`src/rtl/dna_ascii_feeder_if.sv`:
```
// Handshake bundle between the ASCII byte source, the nucleotide feeder and
// the downstream pattern detector.
//   ch_in / ch_valid / ch_ready : ASCII character stream into the feeder
//   x_out / x_valid / x_ready   : 2-bit nucleotide code stream out of the feeder
// master = the environment (byte source plus code sink); slave = the feeder.
interface dna_ascii_feeder_if;
    logic [7:0] ch_in;
    logic       ch_valid;
    logic       ch_ready;
    logic [1:0] x_out;
    logic       x_valid;
    logic       x_ready;

    modport master (
        output ch_in, ch_valid, x_ready,
        input  ch_ready, x_out, x_valid
    );

    modport slave (
        input  ch_in, ch_valid, x_ready,
        output ch_ready, x_out, x_valid
    );
endinterface

```
`src/rtl/dna_ascii_feeder.sv`:
```
// dna_ascii_feeder: converts ASCII nucleotide characters (A/T/C/G, either case)
// into 2-bit codes (A=00, T=01, C=10, G=11) and buffers them in a small FIFO.
// Bytes that are not nucleotides are consumed, dropped and counted.
// Ports:
//   clk1      : clock, rising edge
//   rst1_n    : asynchronous active-low reset
//   flush     : synchronous clear of the FIFO contents (wins over push/pop)
//   bus       : character input and code output handshakes (slave side)
//   err       : one-cycle pulse after an invalid byte was consumed
//   fill      : FIFO occupancy, 0..DEPTH
//   bad_count : saturating count of dropped bytes
module dna_ascii_feeder #(
    parameter int DEPTH  = 4,
    parameter int ADDR_W = 2
) (
    input  logic                clk1,
    input  logic                rst1_n,
    input  logic                flush,
    dna_ascii_feeder_if.slave   bus,
    output logic                err,
    output logic [ADDR_W:0]     fill,
    output logic [7:0]          bad_count
);

    localparam logic [ADDR_W:0]   FILL_FULL_C = (ADDR_W+1)'(DEPTH);
    localparam logic [ADDR_W:0]   FILL_ONE_C  = (ADDR_W+1)'(1);
    localparam logic [ADDR_W:0]   FILL_ZERO_C = (ADDR_W+1)'(0);
    localparam logic [ADDR_W-1:0] PTR_ONE_C   = ADDR_W'(1);
    localparam logic [ADDR_W-1:0] PTR_ZERO_C  = ADDR_W'(0);

    // Returns {valid, code}; valid=0 for any byte that is not a nucleotide.
    function automatic logic [2:0] encode_char(input logic [7:0] c);
        logic [2:0] r;
        case (c)
            8'h41, 8'h61: r = 3'b100;
            8'h54, 8'h74: r = 3'b101;
            8'h43, 8'h63: r = 3'b110;
            8'h47, 8'h67: r = 3'b111;
            default:      r = 3'b000;
        endcase
        return r;
    endfunction

    logic [1:0]        mem_r [DEPTH];
    logic [ADDR_W-1:0] wr_ptr_r;
    logic [ADDR_W-1:0] rd_ptr_r;
    logic [ADDR_W:0]   fill_r;
    logic              x_valid_r;
    logic              ch_ready_r;
    logic              err_r;
    logic [7:0]        bad_count_r;

    logic [2:0]        enc_s;
    logic              accept_s;
    logic              push_s;
    logic              pop_s;
    logic              bad_s;
    logic [ADDR_W:0]   fill_next_s;
    logic [1:0]        x_out_s;

    // Handshake decode and next occupancy; flush discards the pending push/pop
    // but the byte offered this cycle is still handshaken and classified.
    always_comb begin
        enc_s       = encode_char(bus.ch_in);
        accept_s    = bus.ch_valid & ch_ready_r;
        bad_s       = accept_s & ~enc_s[2];
        push_s      = 1'b0;
        pop_s       = 1'b0;
        fill_next_s = fill_r;
        if (flush) begin
            push_s      = 1'b0;
            pop_s       = 1'b0;
            fill_next_s = FILL_ZERO_C;
        end else begin
            push_s = accept_s & enc_s[2];
            pop_s  = x_valid_r & bus.x_ready;
            if (push_s && !pop_s) begin
                fill_next_s = fill_r + FILL_ONE_C;
            end else if (!push_s && pop_s) begin
                fill_next_s = fill_r - FILL_ONE_C;
            end else begin
                fill_next_s = fill_r;
            end
        end
    end

    // FIFO storage, pointers, status flags and the invalid-byte counter.
    // ch_ready/x_valid are registered from the next occupancy so they track fill exactly.
    always_ff @(posedge clk1 or negedge rst1_n) begin
        if (!rst1_n) begin
            for (int i = 0; i < DEPTH; i++) begin
                mem_r[i] <= 2'b00;
            end
            wr_ptr_r    <= PTR_ZERO_C;
            rd_ptr_r    <= PTR_ZERO_C;
            fill_r      <= FILL_ZERO_C;
            x_valid_r   <= 1'b0;
            ch_ready_r  <= 1'b1;
            err_r       <= 1'b0;
            bad_count_r <= 8'h00;
        end else begin
            if (push_s) begin
                mem_r[wr_ptr_r] <= enc_s[1:0];
            end
            if (flush) begin
                wr_ptr_r <= PTR_ZERO_C;
                rd_ptr_r <= PTR_ZERO_C;
            end else begin
                if (push_s) begin
                    wr_ptr_r <= wr_ptr_r + PTR_ONE_C;
                end
                if (pop_s) begin
                    rd_ptr_r <= rd_ptr_r + PTR_ONE_C;
                end
            end
            fill_r     <= fill_next_s;
            x_valid_r  <= (fill_next_s != FILL_ZERO_C);
            ch_ready_r <= (fill_next_s != FILL_FULL_C);
            err_r      <= bad_s;
            if (bad_s && (bad_count_r != 8'hFF)) begin
                bad_count_r <= bad_count_r + 8'h01;
            end
        end
    end

    // Head of the FIFO, forced to 00 while empty so stale storage never shows.
    always_comb begin
        x_out_s = 2'b00;
        if (x_valid_r) begin
            x_out_s = mem_r[rd_ptr_r];
        end else begin
            x_out_s = 2'b00;
        end
    end

    assign bus.x_out    = x_out_s;
    assign bus.x_valid  = x_valid_r;
    assign bus.ch_ready = ch_ready_r;
    assign err          = err_r;
    assign fill         = fill_r;
    assign bad_count    = bad_count_r;

endmodule

```
`src/flat_wrapper.sv`:
```
// flat-port wrapper written by rule: the top's interface ports become plain ports
module dna_ascii_feeder_flat 
#(
    parameter int DEPTH  = 4,
    parameter int ADDR_W = 2
)
  (clk1, rst1_n, flush, err, fill, bad_count, bus_ch_in, bus_ch_valid, bus_x_ready, bus_ch_ready, bus_x_out, bus_x_valid);
  dna_ascii_feeder_if bus_i ();
  input  logic clk1;
  input  logic rst1_n;
  input  logic flush;
  output logic err;
  output logic [ADDR_W:0] fill;
  output logic [7:0] bad_count;
  input wire logic [$bits(bus_i.ch_in)-1:0] bus_ch_in;
  input wire logic [$bits(bus_i.ch_valid)-1:0] bus_ch_valid;
  input wire logic [$bits(bus_i.x_ready)-1:0] bus_x_ready;
  output wire logic [$bits(bus_i.ch_ready)-1:0] bus_ch_ready;
  output wire logic [$bits(bus_i.x_out)-1:0] bus_x_out;
  output wire logic [$bits(bus_i.x_valid)-1:0] bus_x_valid;
  assign bus_i.ch_in = bus_ch_in;
  assign bus_i.ch_valid = bus_ch_valid;
  assign bus_i.x_ready = bus_x_ready;
  assign bus_ch_ready = bus_i.ch_ready;
  assign bus_x_out = bus_i.x_out;
  assign bus_x_valid = bus_i.x_valid;
  dna_ascii_feeder #(.DEPTH(DEPTH), .ADDR_W(ADDR_W)) u_core (.clk1(clk1), .rst1_n(rst1_n), .flush(flush), .bus(bus_i), .err(err), .fill(fill), .bad_count(bad_count));
endmodule
```
`config.mk`:
```
export PLATFORM = sky130hd
export DESIGN_NAME = dna_ascii_feeder_flat
export DESIGN_NICKNAME = d
export VERILOG_FILES = /design/src/rtl/dna_ascii_feeder_if.sv /design/src/rtl/dna_ascii_feeder.sv /design/src/flat_wrapper.sv
export SDC_FILE = /design/constraint.sdc
export NUM_CORES = 1
export LEC_CHECK = 0
export CAP_MARGIN = 20
export CORE_ASPECT_RATIO = 1.75
export CORE_MARGIN = 10
export CORE_UTILIZATION = 45
export CTS_BUF_LIST = sky130_fd_sc_hd__clkbuf_4 sky130_fd_sc_hd__clkbuf_8
export DETAILED_ROUTE_END_ITERATION = 10
export PLACE_DENSITY = 0.78
export SLEW_MARGIN = 20
export SYNTH_ARGS = -nofsm -noshare
export SYNTH_HDL_FRONTEND = slang
export SYNTH_SLANG_ARGS = --single-unit
export TNS_END_PERCENT = 30
```
`constraint.sdc`:
```
create_clock -name clk1 -period 3.8 [get_ports clk1]
set_input_delay 0.76 -clock clk1 [delete_from_list [all_inputs] [get_ports clk1]]
set_output_delay 0.76 -clock clk1 [all_outputs]
set_load 0.005 [all_outputs]
```
Word-level counts from Yosys, hierarchy flattened
Index checks and enable logic that the tools add are counted.
- bits in registers: 26
- bits in latches: 0
- bits in writable memories: 0
- ROM bits: 0
- logic and storage cells: 66
- memories kept: 0
- $add $sub $neg: 5
- multipliers: 0
- divide/modulo/power cells: 0
- magnitude comparators: 3
- equal/unequal tests: 10
- shift-type cells: 0
- multiplexer cells: 17
- bitwise logic cells: 7
- reductions and logical operators: 13
- operator list (cell ; number):
    8-bit by 7-bit == test with 1-bit output, second input constant ; 8
    2-bit 2-to-1 mux ; 8
    3-bit one-hot mux with 4 select lines ; 1
    3-bit 2-to-1 mux ; 3
    8-bit by 1-bit adder with 8-bit output, second input constant ; 1
    8-bit bitwise mux ; 1
    8-bit inequality test, second input constant ; 1
    2-bit OR reduction ; 4
    3-bit >= comparator, second input constant ; 2
    2-bit NOT with 3-bit output ; 2
    2-bit by 1-bit adder with 2-bit output, second input constant ; 2
    1-bit bitwise AND ; 4
    2-bit binary-select mux with 2-bit select ; 1
    2-bit demux with 2-bit select ; 1
    1-bit logical AND ; 4
    2-bit nonzero test ; 2
    3-bit by 1-bit adder with 3-bit output, second input constant ; 1
    3-bit by 1-bit less-than comparator with 1-bit output, second input constant ; 1
    3-bit inequality test, second input constant ; 1
    3-bit nonzero test ; 1
    3-bit by 1-bit subtractor with 3-bit output, second input constant ; 1
    1-bit logical NOT ; 2
    1-bit 2-to-1 mux ; 2
    1-bit NOT ; 1

Longest topological paths before layout
- word-level depth: 10
- gate-level depth with buffers: 7
- mapped depth without buffers: 6

Least setup slack after synthesis
OpenSTA, ideal clock, no wires.
- kind: input-to-reg
- start: in bus_ch_in[0]
- end: reg u_core.ch_ready_r, in the netlist u_core.bus.ch_ready
- setup time: 0.088 ns
- data arrival time: 2.083 ns
- data required time: 3.712 ns
- path slack: 1.629 ns
- stages: 6
- path buffers: 0
- path through: and4bb_1 -> a21oi_4 -> or3_4 -> o21ai_2 -> a22o_1 -> or3b_1
- cells in the longest elaborated chain, start to end: 10
- elaborated cells between the ends (all ways): 21
- classes of those cells: 9 x eq/ne; 4 x mux; 1 x bitwise; 7 x reduce/logical
- ends and longest elaborated chain (item ; line ; source):
    start, declared ; flat_wrapper.sv:15 ; input wire logic [$bits(bus_i.ch_in)-1:0] bus_ch_in;
    8-bit by 7-bit == test with 1-bit output ; dna_ascii_feeder.sv:34 ; case (c)
    2-bit OR reduction ; dna_ascii_feeder.sv:34 ;
    3-bit one-hot mux with 4 select lines (*) ; dna_ascii_feeder.sv:34 ;
    1-bit bitwise AND (*) ; dna_ascii_feeder.sv:75 ; push_s = accept_s & enc_s[2];
    1-bit logical NOT ; dna_ascii_feeder.sv:79 ; end else if (!push_s && pop_s) begin
    1-bit logical AND ; dna_ascii_feeder.sv:79 ;
    3-bit 2-to-1 mux ; dna_ascii_feeder.sv:79 ;
    3-bit 2-to-1 mux (*) ; dna_ascii_feeder.sv:77 ; if (push_s && !pop_s) begin
    3-bit 2-to-1 mux (*) ; dna_ascii_feeder.sv:70 ; if (flush) begin
    3-bit inequality test (*) ; dna_ascii_feeder.sv:118 ; ch_ready_r <= (fill_next_s != FILL_FULL_C);
    end signal, assigned ; dna_ascii_feeder.sv:118 ;
    end, declared ; dna_ascii_feeder.sv:49 ; logic ch_ready_r;
Mark *: on every way between the ends. The rest lies on a longest branch, timed or not.
A chain may end at the register's enable or synchronous reset.

Worst setup path in the final report
- start: reg u_core.rd_ptr_r[0]
- end: out bus_x_out[0]
- cells in the longest elaborated chain, start to end: 5
- ends and longest elaborated chain (item ; line ; source):
    start, declared ; dna_ascii_feeder.sv:46 ; logic [ADDR_W-1:0] rd_ptr_r;
    start signal, assigned ; dna_ascii_feeder.sv:113 ; rd_ptr_r <= rd_ptr_r + PTR_ONE_C;
    2-bit NOT with 3-bit output (implied by the code) ; dna_ascii_feeder.sv:130 ; x_out_s = mem_r[rd_ptr_r];
    2-bit binary-select mux with 2-bit select ; dna_ascii_feeder.sv:130 ;
    2-bit 2-to-1 mux (implied by the code) (2 in a row) ; dna_ascii_feeder.sv:130 ;
    2-bit 2-to-1 mux ; dna_ascii_feeder.sv:129 ; if (x_valid_r) begin
    end, declared ; flat_wrapper.sv:19 ; output wire logic [$bits(bus_i.x_out)-1:0] bus_x_out;
No other way between the ends. The select of a mux whose other input is x is not followed.

==> key figures <==
Status
  • Status: complete, no violations

Floorplan
  • Initial core utilization: 0.471
  • IO Count: 29
  • Die height: about 93 microns
  • Row count: 26
  • Die area: 5770 sq um
  • Die X: about 62 microns
  • Core footprint: between 2000 and 3000 sq um

Yosys
  • Adder-cell share of the synthesized area: 0.0635
  • Post-synth ARST share: 1.00
  • Number of synthesized flops with an enable pin: 0
  • Synth Register Bits: 26
  • Post-Synthesis Cells: about 120
  • Compound-Gate Fraction of Synth Area: 0.0644
  • Synthesized area: 1380 sq um
  • Simple-gate share of the synthesized area: 0.180
  • Seq/Total Area, Yosys: 0.472
  • Mux cell area share after synthesis: 0.113
  • Post-synthesis xor/xnor area fraction: 0.0825
  • Syn avg cell area: about 12 sq um
  • Synth Net Count: 139
  • YS warnings: 0
  • Ys flop type: dfrtp_1
  • Unique cell type count in the Yosys netlist: 38
  • Main combinational cell family by area after synthesis: simple AND/OR/NAND/NOR gates

Min path
  • Worst hold path type: input port to async pin

Routing
  • Drt first pass iters: 4
  • Total number of vias: 982
  • WL/cell: 17.5 microns
  • Drt total wl: 3080 microns
  • Final ANT Viol Nets: 0
  • DRC violations left: 0
  • DR iter-0 viols: 15
  • Vias per cell: ~5.6

STA
  • Crit path time final: roughly 2.6 ns
  • Rel. slew slack: 0.618
  • Final setup TNS: 0 ns
  • RSZ-0062 raised after global routing: false
  • Fmax: 0.378 GHz
  • Final setup fails: 0
  • Fin. max-slew vios: 0
  • Minimum hold slack: approximately 0.48 ns
  • Fin. Hold Viols: 0
  • Clk_skew: approximately 0.0091 ns
  • Worst slew pin tran: 0.573 ns
  • Period utilisation layout: 0.696

Critical path
  • Critical Path RT: between 3 and 4 ns
  • Critical path startpoint category: flip-flop
  • Max FO, Critical Path: 4
  • CP endpoint kind: primary output
  • Critical path type: flip-flop to primary output
  • R2R depth: 6
  • WP data arrival: roughly 1.9 ns

Final layout
  • Most common cell after layout, fill and taps aside: clkdlybuf4s50_1
  • Share of cells above drive strength 1: 0.169
  • FF/Latch Area: between 600 and 700 sq um
  • Fin util: 0.588
  • Most frequent cells in the layout: clkdlybuf4s50_1 (26), dfrtp_1 (25), nand2_1 (10), xnor2_1 (10), nor2_1 (9)
  • Area taken by multi-input logic gates: slightly below 700 sq um
  • Synth-to-Final Area Change: 24.7%
  • Filler cells: 251
  • Final nets: 169
  • Antenna diodes: 0
  • Final std cells w/o fill: between 150 and 200

Global routing
  • GRT overflow: 0
  • Vias in the first global route: around 1100
  • Largest net degree at the start of global routing: 27
  • Initial antenna violation count: 0
  • First-pass GRT wire length: about 5300 microns
  • GR Util All Layers: 0.120

Clock network
  • Clock tree sinks: 26
  • H-Tree Depth: 1
  • CTS clk-pin slew, worst paths: ~0.090 ns
  • Clock Path Buffers: 2
  • CTS tree: built
  • Root buffer cell: clkbuf_8
  • Hold buffers post-CTS: 0
  • Clk_lat worst skew: 0.27 ns
  • Resize count post-CTS: 0
  • TritonCTS buffer count: 3
  • Post-CTS setup repair buffer count: 0

Placement
  • Routability cong.: 0.820
  • DP Cell Count: between 150 and 200
  • DP HPWL: roughly 2500 microns
  • Port Buffers: 27

Power and ir drop
  • PwrDens: roughly 520 nW/um^2
  • Max rail drop VDD: 336 uV
  • Leak Pwr: ~0.75 nW

Job
  • Max Cap Viol: 0
## final cells by class
class,count,area share
multi-input cells,86,0.404
flip-flops and latches,26,0.379
repair buffers,27,0.154
clock buffers,4,0.0320
well taps,28,0.0204
inverters,5,0.0109
## power breakdown
part           total, mW  switching [mW]  internal [mW]
clock network      0.176          0.0830         0.0925
registers          0.411          0.0762          0.335
logic              0.311           0.129          0.181
total              0.897           0.289          0.609
## kinds of logic after synthesis
group | after synthesis
buffers and inverters | 7
AOI/OAI and AO/OA | 11
adders and majority gates | 7
xor gates and xnor gates | 13
and+or+nand+nor | 43
muxes | 12
DFF | 26
## sequential cells by signal (all words and copies together), names as in the netlist
signal,flops
u_core.mem_r,8
u_core.wr_ptr_r,2
u_core.bad_count,8
u_core.fill,3
u_core.rd_ptr_r,2
u_core.bus.x_valid,1
u_core.bus.ch_ready,1
u_core.err,1
## final timing paths
check | slack [ns] | end | startpoint
setup / recovery | 1.16 | bus_x_out[0] | u_core.rd_ptr_r[0]
hold / removal | 0.48 | u_core.mem_r[7] | rst1_n
setup reg to reg | 1.96 | u_core.bus.ch_ready | u_core.bus.x_valid
hold reg to reg | 0.51 | u_core.mem_r[3] | u_core.mem_r[3]
max in group asynchronous | 2.94 | u_core.mem_r[2] | rst1_n
min in group clk1 | 0.51 | u_core.mem_r[3] | u_core.mem_r[3]
## per-layer routing
metal,vias up,wire length [microns],track usage
met5,-,0,0
met4,0,34,0.0431
met3,4,218,0.0393
met2,27,1720,0.215
met1,480,1110,0.120
li1,471,-,-
## cells in the mapped netlist (all sizes together) (2+ instances only)
master | n | area, sq um
dfrtp | 25 | 626
nand2 | 10 | 37.5
nor2 | 10 | 40.0
xnor2 | 10 | 87.6
mux2 | 9 | 101
ha | 7 | 87.6
inv | 5 | 18.8
nand4 | 5 | 31.3
and3 | 4 | 26.3
a21oi | 3 | 26.3
and2 | 3 | 18.8
o21ai | 3 | 18.8
xor2 | 3 | 26.3
mux4 | 2 | 45.0
nand2b | 2 | 12.5
nand3 | 2 | 15.0
## stage by stage
stage	setup WS, ns	total power [mW]	cell area [sq um]
after global placement	1.02	0.713	1670
after floorplan	1.63	0.552	1380
final	1.16	0.897	1720
after CTS	1.14	0.908	1730
after global routing	1.07	0.962	1720
after detailed placement	0.967	0.732	1670
## worst max-delay path, stage by stage, from the launching register on
cell and delay (ns):
dfrtp_1 0.49, mux4_2 0.52, and2_1 0.16, clkdlybuf4s50_1 0.44
No activity file was read; power rests on OpenSTA's default activity.
